## src/rtl/s2p_pkg.sv

```systemverilog
// Shared types and default parameters for the serial-to-parallel deserializer.
package s2p_pkg;

  typedef enum logic [1:0] {
    IDLE  = 2'd0,
    SHIFT = 2'd1,
    GAP   = 2'd2
  } state_e;

  localparam int N_DEF       = 4;
  localparam int DEPTH_DEF   = 2;
  localparam int GAP_MAX_DEF = 3;

endpackage

```

## src/rtl/s2p_fifo.sv

```systemverilog
// Word buffer for the deserializer. The head word is held in a register so
// that it keeps its last value while the buffer is empty.
module s2p_fifo #(
  parameter int N     = 4,
  parameter int DEPTH = 2
) (
  input  logic         clk,
  input  logic         rstn,
  input  logic         push,
  input  logic         pop,
  input  logic [N-1:0] wdata,
  output logic         full,
  output logic         empty,
  output logic [N-1:0] head
);

  localparam int PW = (DEPTH > 1) ? $clog2(DEPTH) : 1;
  localparam int CW = $clog2(DEPTH + 1);

  logic [N-1:0]  mem_q [DEPTH];
  logic [PW-1:0] wr_ptr_q, wr_ptr_d;
  logic [PW-1:0] rd_ptr_q, rd_ptr_d;
  logic [CW-1:0] count_q, count_d;
  logic [N-1:0]  head_q, head_d;
  logic          push_ok, pop_ok;

  assign full  = (count_q == CW'(DEPTH));
  assign empty = (count_q == '0);
  assign head  = head_q;

  always_comb begin
    pop_ok   = pop && !empty;
    push_ok  = push && (!full || pop_ok);
    wr_ptr_d = push_ok ? wr_ptr_q + PW'(1) : wr_ptr_q;
    rd_ptr_d = pop_ok  ? rd_ptr_q + PW'(1) : rd_ptr_q;
    count_d  = count_q + CW'(push_ok) - CW'(pop_ok);
    head_d   = head_q;
    // A push into a buffer that is (or becomes) empty is the new head directly.
    if (count_d != '0) begin
      if (push_ok && (count_q == CW'(pop_ok)))
        head_d = wdata;
      else
        head_d = mem_q[rd_ptr_d];
    end
  end

  always_ff @(posedge clk or negedge rstn) begin
    if (!rstn) begin
      wr_ptr_q <= '0;
      rd_ptr_q <= '0;
      count_q  <= '0;
      head_q   <= '0;
    end else begin
      wr_ptr_q <= wr_ptr_d;
      rd_ptr_q <= rd_ptr_d;
      count_q  <= count_d;
      head_q   <= head_d;
    end
  end

  always_ff @(posedge clk) begin
    if (push_ok)
      mem_q[wr_ptr_q] <= wdata;
  end

endmodule

```

## src/rtl/s2p_deserializer.sv

```systemverilog
// Serial-to-parallel deserializer: MSB-first bit assembly with gap timeout,
// feeding a small output buffer with overrun detection.
module s2p_deserializer
  import s2p_pkg::*;
#(
  parameter int N       = N_DEF,
  parameter int DEPTH   = DEPTH_DEF,
  parameter int GAP_MAX = GAP_MAX_DEF
) (
  input  logic         clk,
  input  logic         rstn,
  input  logic         ser_valid,
  input  logic         ser_data,
  output logic         par_valid,
  output logic [N-1:0] par_data,
  input  logic         par_ready,
  output logic         overrun,
  output logic         frame_err
);

  localparam int BW = $clog2(N + 1);
  localparam int GW = $clog2(GAP_MAX + 2);

  state_e        state_q, state_d;
  logic [BW-1:0] bit_cnt_q, bit_cnt_d;
  logic [GW-1:0] gap_cnt_q, gap_cnt_d;
  logic [N-1:0]  shift_q, shift_d;
  logic          overrun_q, overrun_d;
  logic          frame_err_q, frame_err_d;
  logic [BW-1:0] cnt_inc;
  logic [N-1:0]  word;
  logic          push, pop, full, empty;

  assign pop       = par_ready && !empty;
  assign par_valid = !empty;
  assign overrun   = overrun_q;
  assign frame_err = frame_err_q;

  always_comb begin
    state_d     = state_q;
    bit_cnt_d   = bit_cnt_q;
    gap_cnt_d   = gap_cnt_q;
    shift_d     = shift_q;
    push        = 1'b0;
    frame_err_d = 1'b0;
    cnt_inc     = bit_cnt_q + BW'(1);
    word        = (shift_q << 1) | N'(ser_data);
    // IDLE has a zero bit count, so accepting a bit is identical in every state.
    if (ser_valid) begin
      gap_cnt_d = '0;
      if (cnt_inc == BW'(N)) begin
        push      = 1'b1;
        bit_cnt_d = '0;
        shift_d   = '0;
        state_d   = IDLE;
      end else begin
        bit_cnt_d = cnt_inc;
        shift_d   = word;
        state_d   = SHIFT;
      end
    end else begin
      case (state_q)
        SHIFT: begin
          gap_cnt_d = GW'(1);
          state_d   = GAP;
        end
        GAP: begin
          if (gap_cnt_q >= GW'(GAP_MAX)) begin
            frame_err_d = 1'b1;
            bit_cnt_d   = '0;
            gap_cnt_d   = '0;
            shift_d     = '0;
            state_d     = IDLE;
          end else begin
            gap_cnt_d = gap_cnt_q + GW'(1);
          end
        end
        default: ;
      endcase
    end
    overrun_d = push && full && !pop;
  end

  always_ff @(posedge clk or negedge rstn) begin
    if (!rstn) begin
      state_q     <= IDLE;
      bit_cnt_q   <= '0;
      gap_cnt_q   <= '0;
      shift_q     <= '0;
      overrun_q   <= 1'b0;
      frame_err_q <= 1'b0;
    end else begin
      state_q     <= state_d;
      bit_cnt_q   <= bit_cnt_d;
      gap_cnt_q   <= gap_cnt_d;
      shift_q     <= shift_d;
      overrun_q   <= overrun_d;
      frame_err_q <= frame_err_d;
    end
  end

  s2p_fifo #(
    .N     (N),
    .DEPTH (DEPTH)
  ) u_fifo (
    .clk   (clk),
    .rstn  (rstn),
    .push  (push),
    .pop   (pop),
    .wdata (word),
    .full  (full),
    .empty (empty),
    .head  (par_data)
  );

endmodule

```

## config.mk

```make
export PLATFORM = sky130hd
export DESIGN_NAME = s2p_deserializer
export DESIGN_NICKNAME = d
export VERILOG_FILES = /design/src/rtl/s2p_pkg.sv /design/src/rtl/s2p_fifo.sv /design/src/rtl/s2p_deserializer.sv
export SDC_FILE = /design/constraint.sdc
export NUM_CORES = 1
export LEC_CHECK = 0
export CAP_MARGIN = 0
export CORE_AREA = 2 2 78 65
export DETAILED_ROUTE_END_ITERATION = 16
export DIE_AREA = 0 0 80 67
export GPL_ROUTABILITY_DRIVEN = 0
export HOLD_SLACK_MARGIN = 0.03
export PLACE_DENSITY_LB_ADDON = 0.3
export SLEW_MARGIN = 30
export SYNTH_ARGS = -nofsm -noshare
export SYNTH_HDL_FRONTEND = slang
export SYNTH_SLANG_ARGS = --single-unit
export TNS_END_PERCENT = 100
```

## constraint.sdc

```tcl
create_clock -name clk -period 2.19 [get_ports clk]
set_input_delay 0.3285 -clock clk [delete_from_list [all_inputs] [get_ports clk]]
set_output_delay 0.3285 -clock clk [all_outputs]
set_load 0.03 [all_outputs]
```

==> key figures, run 1 <==
Status
  • Status: finished, final reports clean

Routing
  • DR iter-0 viols: 49
  • WL/cell: 11.52 um
  • Post-route ant nets: 0
  • Routed WL: 2235 um
  • Vias per cell: 4.351
  • Routed via count: 844
  • Residual DRC count: 0
  • Number of detailed-routing iterations run before antenna repair: 4

CTS
  • Post-CTS Hold Buffers: 0
  • Clock slew at reported path FFs: 60 ps
  • Worst-Skew Late Latency: 270 ps
  • Post-cts resize count: 0
  • TritonCTS Buffers: 5
  • Postcts setup bufs: 0
  • Root Buffer: clkbuf_8
  • Clock Sinks: 29
  • CTS tree: done
  • H-tree levels: 2
  • Worst-case clock buffer depth: 2

Final layout
  • Layout cells sized above 1: 21.64%
  • Final design utilization: 37.31%
  • # diodes: 0
  • Non-filler cells, final: 194
  • Sequential cell area: 765.7 um2
  • Fillers: 443
  • Area of the multi-input gates: 521.8 um2
  • Nets: 144
  • Post-route cell area: 0.001684 mm2
  • Area growth from synthesis to layout: 27.46%

Logic synthesis
  • Yosys warning total: 0
  • Most frequent cell after synthesis: dfrtp_1
  • Most frequent cells after synthesis: dfrtp_1 (21), nor2_1 (13), a21oi_1 (8), edfxtp_1 (8), inv_1 (8)
  • Post-synth top area share: 39.77%
  • Post-synth EDFFs: 8
  • Cells after Synth: 106
  • Syn avg cell area: 12.46 um2
  • Post-synth ARST share: 72.41%
  • Most used DFF post-synth: dfrtp_1
  • Seq/Total Area, Yosys: 57.95%
  • Post-synth cell types: 30
  • Syn nets: 117
  • Cell taking the most area after synthesis: dfrtp_1
  • Top cells by area, synth: dfrtp_1 (40%), edfxtp_1 (18%), ha_1 (5.7%)
  • Mapped cell area: 0.001321 mm2
  • FF+latch count, synth: 29

Setup path
  • Reg2reg path depth: 6
  • Worst-path fanout max: 4
  • CP Launch Type: input port
  • WS Path Type: input port to flip-flop
  • CP arrival: 2190 ps
  • CP endpoint kind: flip-flop
  • WP data required: 2350 ps

Timing
  • RSZ-0062 raised after global routing: false
  • Final Hold Vio Count: 0
  • Post-route minimum period: 2032 ps
  • Fin Clk Skew: 4.572 ps
  • Hold_ws: 391.8 ps
  • Slew @ Worst Pin: 378.2 ps
  • Pins Over Slew Limit: 0
  • Final Setup Violations: 0
  • Rel. slew slack: 74.69%
  • Period utilization: 92.77%
  • FMAX: 492.2 MHz

Placed design
  • IO buf count: 11
  • Final HPWL DP: 1640 um
  • Area after DPL: 0.001578 mm2
  • Dpl cells: 186

Pwr
  • Power density cells: 1292 mW/mm2
  • Leak pwr: 0.0007345 uW
  • Maximum vdd ir drop: 0.4977 mV

Floorplan
  • Io pins: 12
  • Placeable Area: 0.004514 mm2
  • Initial core utilization: 29.27%
  • Std-Cell Rows: 22
  • Chip Width: 80 um
  • Die ar.: 0.005360 mm2
  • Die Height: 67 um

GRT
  • Vias in the first global route: 840
  • Pin count of the biggest net entering global routing: 22
  • Initial antenna violation count: 0
  • Total Routing Usage GR: 10.29%
  • First-pass GRT wire length: 3995 um
  • Congestion Overflow GR: 0

Run
  • Number of max-cap violations: 0

Worst hold path
  • Hold/Removal Path Class: input port to async pin
## kinds of logic after synthesis
group / Yosys count / share of synthesized area, %
muxes: 9 / 8.428
and+or+nand+nor: 29 / 11.27
DFF: 29 / 57.95
xor gates and xnor gates: 4 / 3.220
AOI/OAI and AO/OA: 20 / 10.89
adders and majority gates: 6 / 5.682
buffers and inverters: 9 / 2.557
## report_power, final
group          internal, uW  switching [uW]  leakage [uW]
Sequential              694            90.9      0.000336
Clock                   335             187     0.0000528
Combinational           465             405      0.000346
## state kept, by name, summed over array words and instances, names as in the netlist
name / flops
u_fifo.mem_q: 8
u_fifo.head: 4
bit_cnt_q: 3
gap_cnt_q: 3
shift_q: 3
state_q: 2
u_fifo.count_q: 2
frame_err: 1
overrun: 1
u_fifo.rd_ptr_q: 1
u_fifo.wr_ptr_q: 1
## per-stage QoR
step           setup WS [ps]  power [uW]  setup TNS, ps
2_1_floorplan          93.55        1386              0
3_3_place_gp          -86.28        1650         -344.1
3_5_place_dp          -133.3        1675         -508.0
4_1_cts                151.9        2208              0
5_1_grt                99.20        2330              0
6_report               158.4        2177              0
## per-layer routing
metal	vias up	GRT usage, %	part of all wire, %
met5	-	0	0
met4	0	4.449	1.3
met3	2	4.065	3.9
met2	15	15.63	44
met1	406	12.97	51
li1	421	-	-
## worst max-delay path, cell delays in order
cell             delay, ps
clkdlybuf4s50_1        440
o21ai_2                 80
inv_1                   60
ha_1                   280
or4_4                  550
o21ai_4                120
mux2_4                 320
## layout by cell type, fill, tap and decap left out, types with 3 or more instances in the layout
cell             count
a21oi_1              8
a22o_1               5
buf_4               10
clkbuf_8             5
clkdlybuf4s50_1     11
dfrtp_1             21
edfxtp_1             8
ha_1                 6
inv_1                8
mux2_4               4
mux2i_1              4
nand2_1              5
nor2_1              13
xnor2_1              3
## path summary, 6_finish.rpt
kind | from | endpoint | slack (ps)
worst max register to register | u_fifo.count_q[1] | u_fifo.head[3] | 190
worst min-delay path | rstn | bit_cnt_q[0] | 390
min in group clk | u_fifo.wr_ptr_q | u_fifo.wr_ptr_q | 490
worst min register to register | u_fifo.wr_ptr_q | u_fifo.wr_ptr_q | 490
max in group asynchronous | rstn | u_fifo.count_q[0] | 1580
worst max-delay path | par_ready | u_fifo.head[3] | 160
## final cells by class
class                   instances  share of cell area, %
repair buffers                 21                  11.00
well taps                      60                  4.458
clock buffers                   6                  4.309
multi-input cells              68                  30.98
inverters                       8                  1.783
flip-flops and latches         29                  45.47
clock inverters                 2                  2.006
Power figures use the tool's default switching activity.
==> run 2: changes to the inputs <==
clock period = 2.15 ns   (was 2.19 ns; I/O delays follow)
==> key figures, run 2 (synthesis results as in run 1) <==
Timing
  • Pins Over Slew Limit: 0
  • Post-route minimum period: 2020 ps
  • FMAX: 494.9 MHz
  • Final Setup Violations: 0
  • TNS Setup: 0 ps
  • Fin Clk Skew: 2.307 ps
  • Period utilization: 93.97%
  • RSZ-0062 raised after global routing: false
  • Final Hold Vio Count: 0
  • Slew @ Worst Pin: 478.6 ps
  • Rel. slew slack: 68.09%

GRT
  • First-pass GRT wire length: 4098 um
  • Initial antenna violation count: 0
  • Vias in the first global route: 909
  • Pin count of the biggest net entering global routing: 22
  • Congestion Overflow GR: 0
  • Total Routing Usage GR: 10.46%

Pwr
  • Power density cells: 1379 mW/mm2
  • Maximum vdd ir drop: 0.5352 mV
  • Leak pwr: 0.0007450 uW

Routing
  • Number of detailed-routing iterations run before antenna repair: 3
  • WL/cell: 11.73 um
  • DR iter-0 viols: 42
  • Routed via count: 831
  • Vias per cell: 4.306
  • Post-route ant nets: 0
  • Routed WL: 2263 um
  • Residual DRC count: 0

Final layout
  • Most common cell after layout, fill and taps aside: dfrtp_1
  • Non-filler cells, final: 193
  • Area growth from synthesis to layout: 28.98%
  • # diodes: 0
  • Area of the multi-input gates: 521.8 um2
  • Sequential cell area: 765.7 um2
  • Layout cells sized above 1: 22.56%
  • Max FFs per register: 8
  • Most frequent cells in the layout: dfrtp_1 (21), nor2_1 (13), clkdlybuf4s50_1 (11), buf_4 (9)
  • Fillers: 453
  • Top reg by flops: u_fifo.mem_q
  • Nets: 143
  • Final design utilization: 37.75%

Floorplan
  • Io pins: 12
  • Placeable Area: 0.004514 mm2
  • Die Height: 67 um
  • Std-Cell Rows: 22
  • Initial core utilization: 29.27%
  • Die ar.: 0.005360 mm2
  • Chip Width: 80 um

CTS
  • Postcts setup bufs: 0
  • CTS tree: done
  • Post-cts resize count: 0
  • Clock Sinks: 29
  • Worst-Skew Late Latency: 280 ps
  • H-tree levels: 2
  • Clock slew at reported path FFs: 60 ps
  • Worst-case clock buffer depth: 2
  • TritonCTS Buffers: 5
  • Root Buffer: clkbuf_8
  • Post-CTS Hold Buffers: 0

Placed design
  • IO buf count: 11
  • Final HPWL DP: 1671 um
  • Dpl cells: 185

Setup path
  • CP endpoint kind: flip-flop
  • CP Launch Type: input port
  • WS Path Type: input port to flip-flop
  • Worst-path fanout max: 4
  • WP data required: 2320 ps
  • CP arrival: 2190 ps

Run
  • Number of max-cap violations: 0

Worst hold path
  • Hold/Removal Path Class: input port to async pin

Status
  • Status: finished, final reports clean
[run 2: critical path, stage by stage]
cell and delay [ps]:
clkdlybuf4s50_1 440, o21ai_2 80, inv_1 60, ha_1 290, or4_4 560, o21ai_4 120, mux2_4 320
[run 2: report_power, final]
part | total [uW] | switching (uW) | internal, uW | leakage (uW)
logic | 887 | 415 | 472 | 0.000341
clock network | 664 | 204 | 460 | 0.0000681
registers | 799 | 92.8 | 706 | 0.000336
total | 2350 | 711 | 1640 | 0.000745
[run 2: final cells by class]
type	count	area share, %
Multi-Input combinational cell	68	30.62
Inverter	8	1.762
Clock buffer	5	4.038
Tap cell	60	4.405
Clock inverter	3	3.818
Sequential cell	29	44.93
Timing Repair Buffer	20	10.43
[run 2: path summary, 6_finish.rpt]
check / to / slack (ps) / startpoint / depth (start not counted)
worst max-delay path: u_fifo.head[3] / 130 / par_ready / 7
worst min-delay path: frame_err / 390 / rstn / 2
worst max register to register: u_fifo.head[3] / 140 / u_fifo.count_q[0] / 6
worst min register to register: bit_cnt_q[0] / 490 / bit_cnt_q[0] / 1
max in group asynchronous: u_fifo.count_q[1] / 1540 / rstn / 2
min in group clk: bit_cnt_q[0] / 490 / bit_cnt_q[0] / 1
[run 2: per-layer routing]
metal	GRT usage (%)	up-vias	share of wire, %
li1	-	423	-
met1	13.04	382	52
met2	15.83	19	42
met3	3.659	7	4.1
met4	5.720	0	2.5
met5	0	-	0
[run 2: stage by stage]
step	total power (uW)	cell area (um2)	hold WS [ps]	setup WS [ps]
after global routing	2493	1704	425.6	34.69
final	2350	1704	385.2	129.6
after CTS	2379	1704	385.5	116.6
after floorplan	1412	1321	26.91	53.55
after global placement	1678	1570	478.2	-119.6
after detailed placement	1706	1570	482.3	-169.7
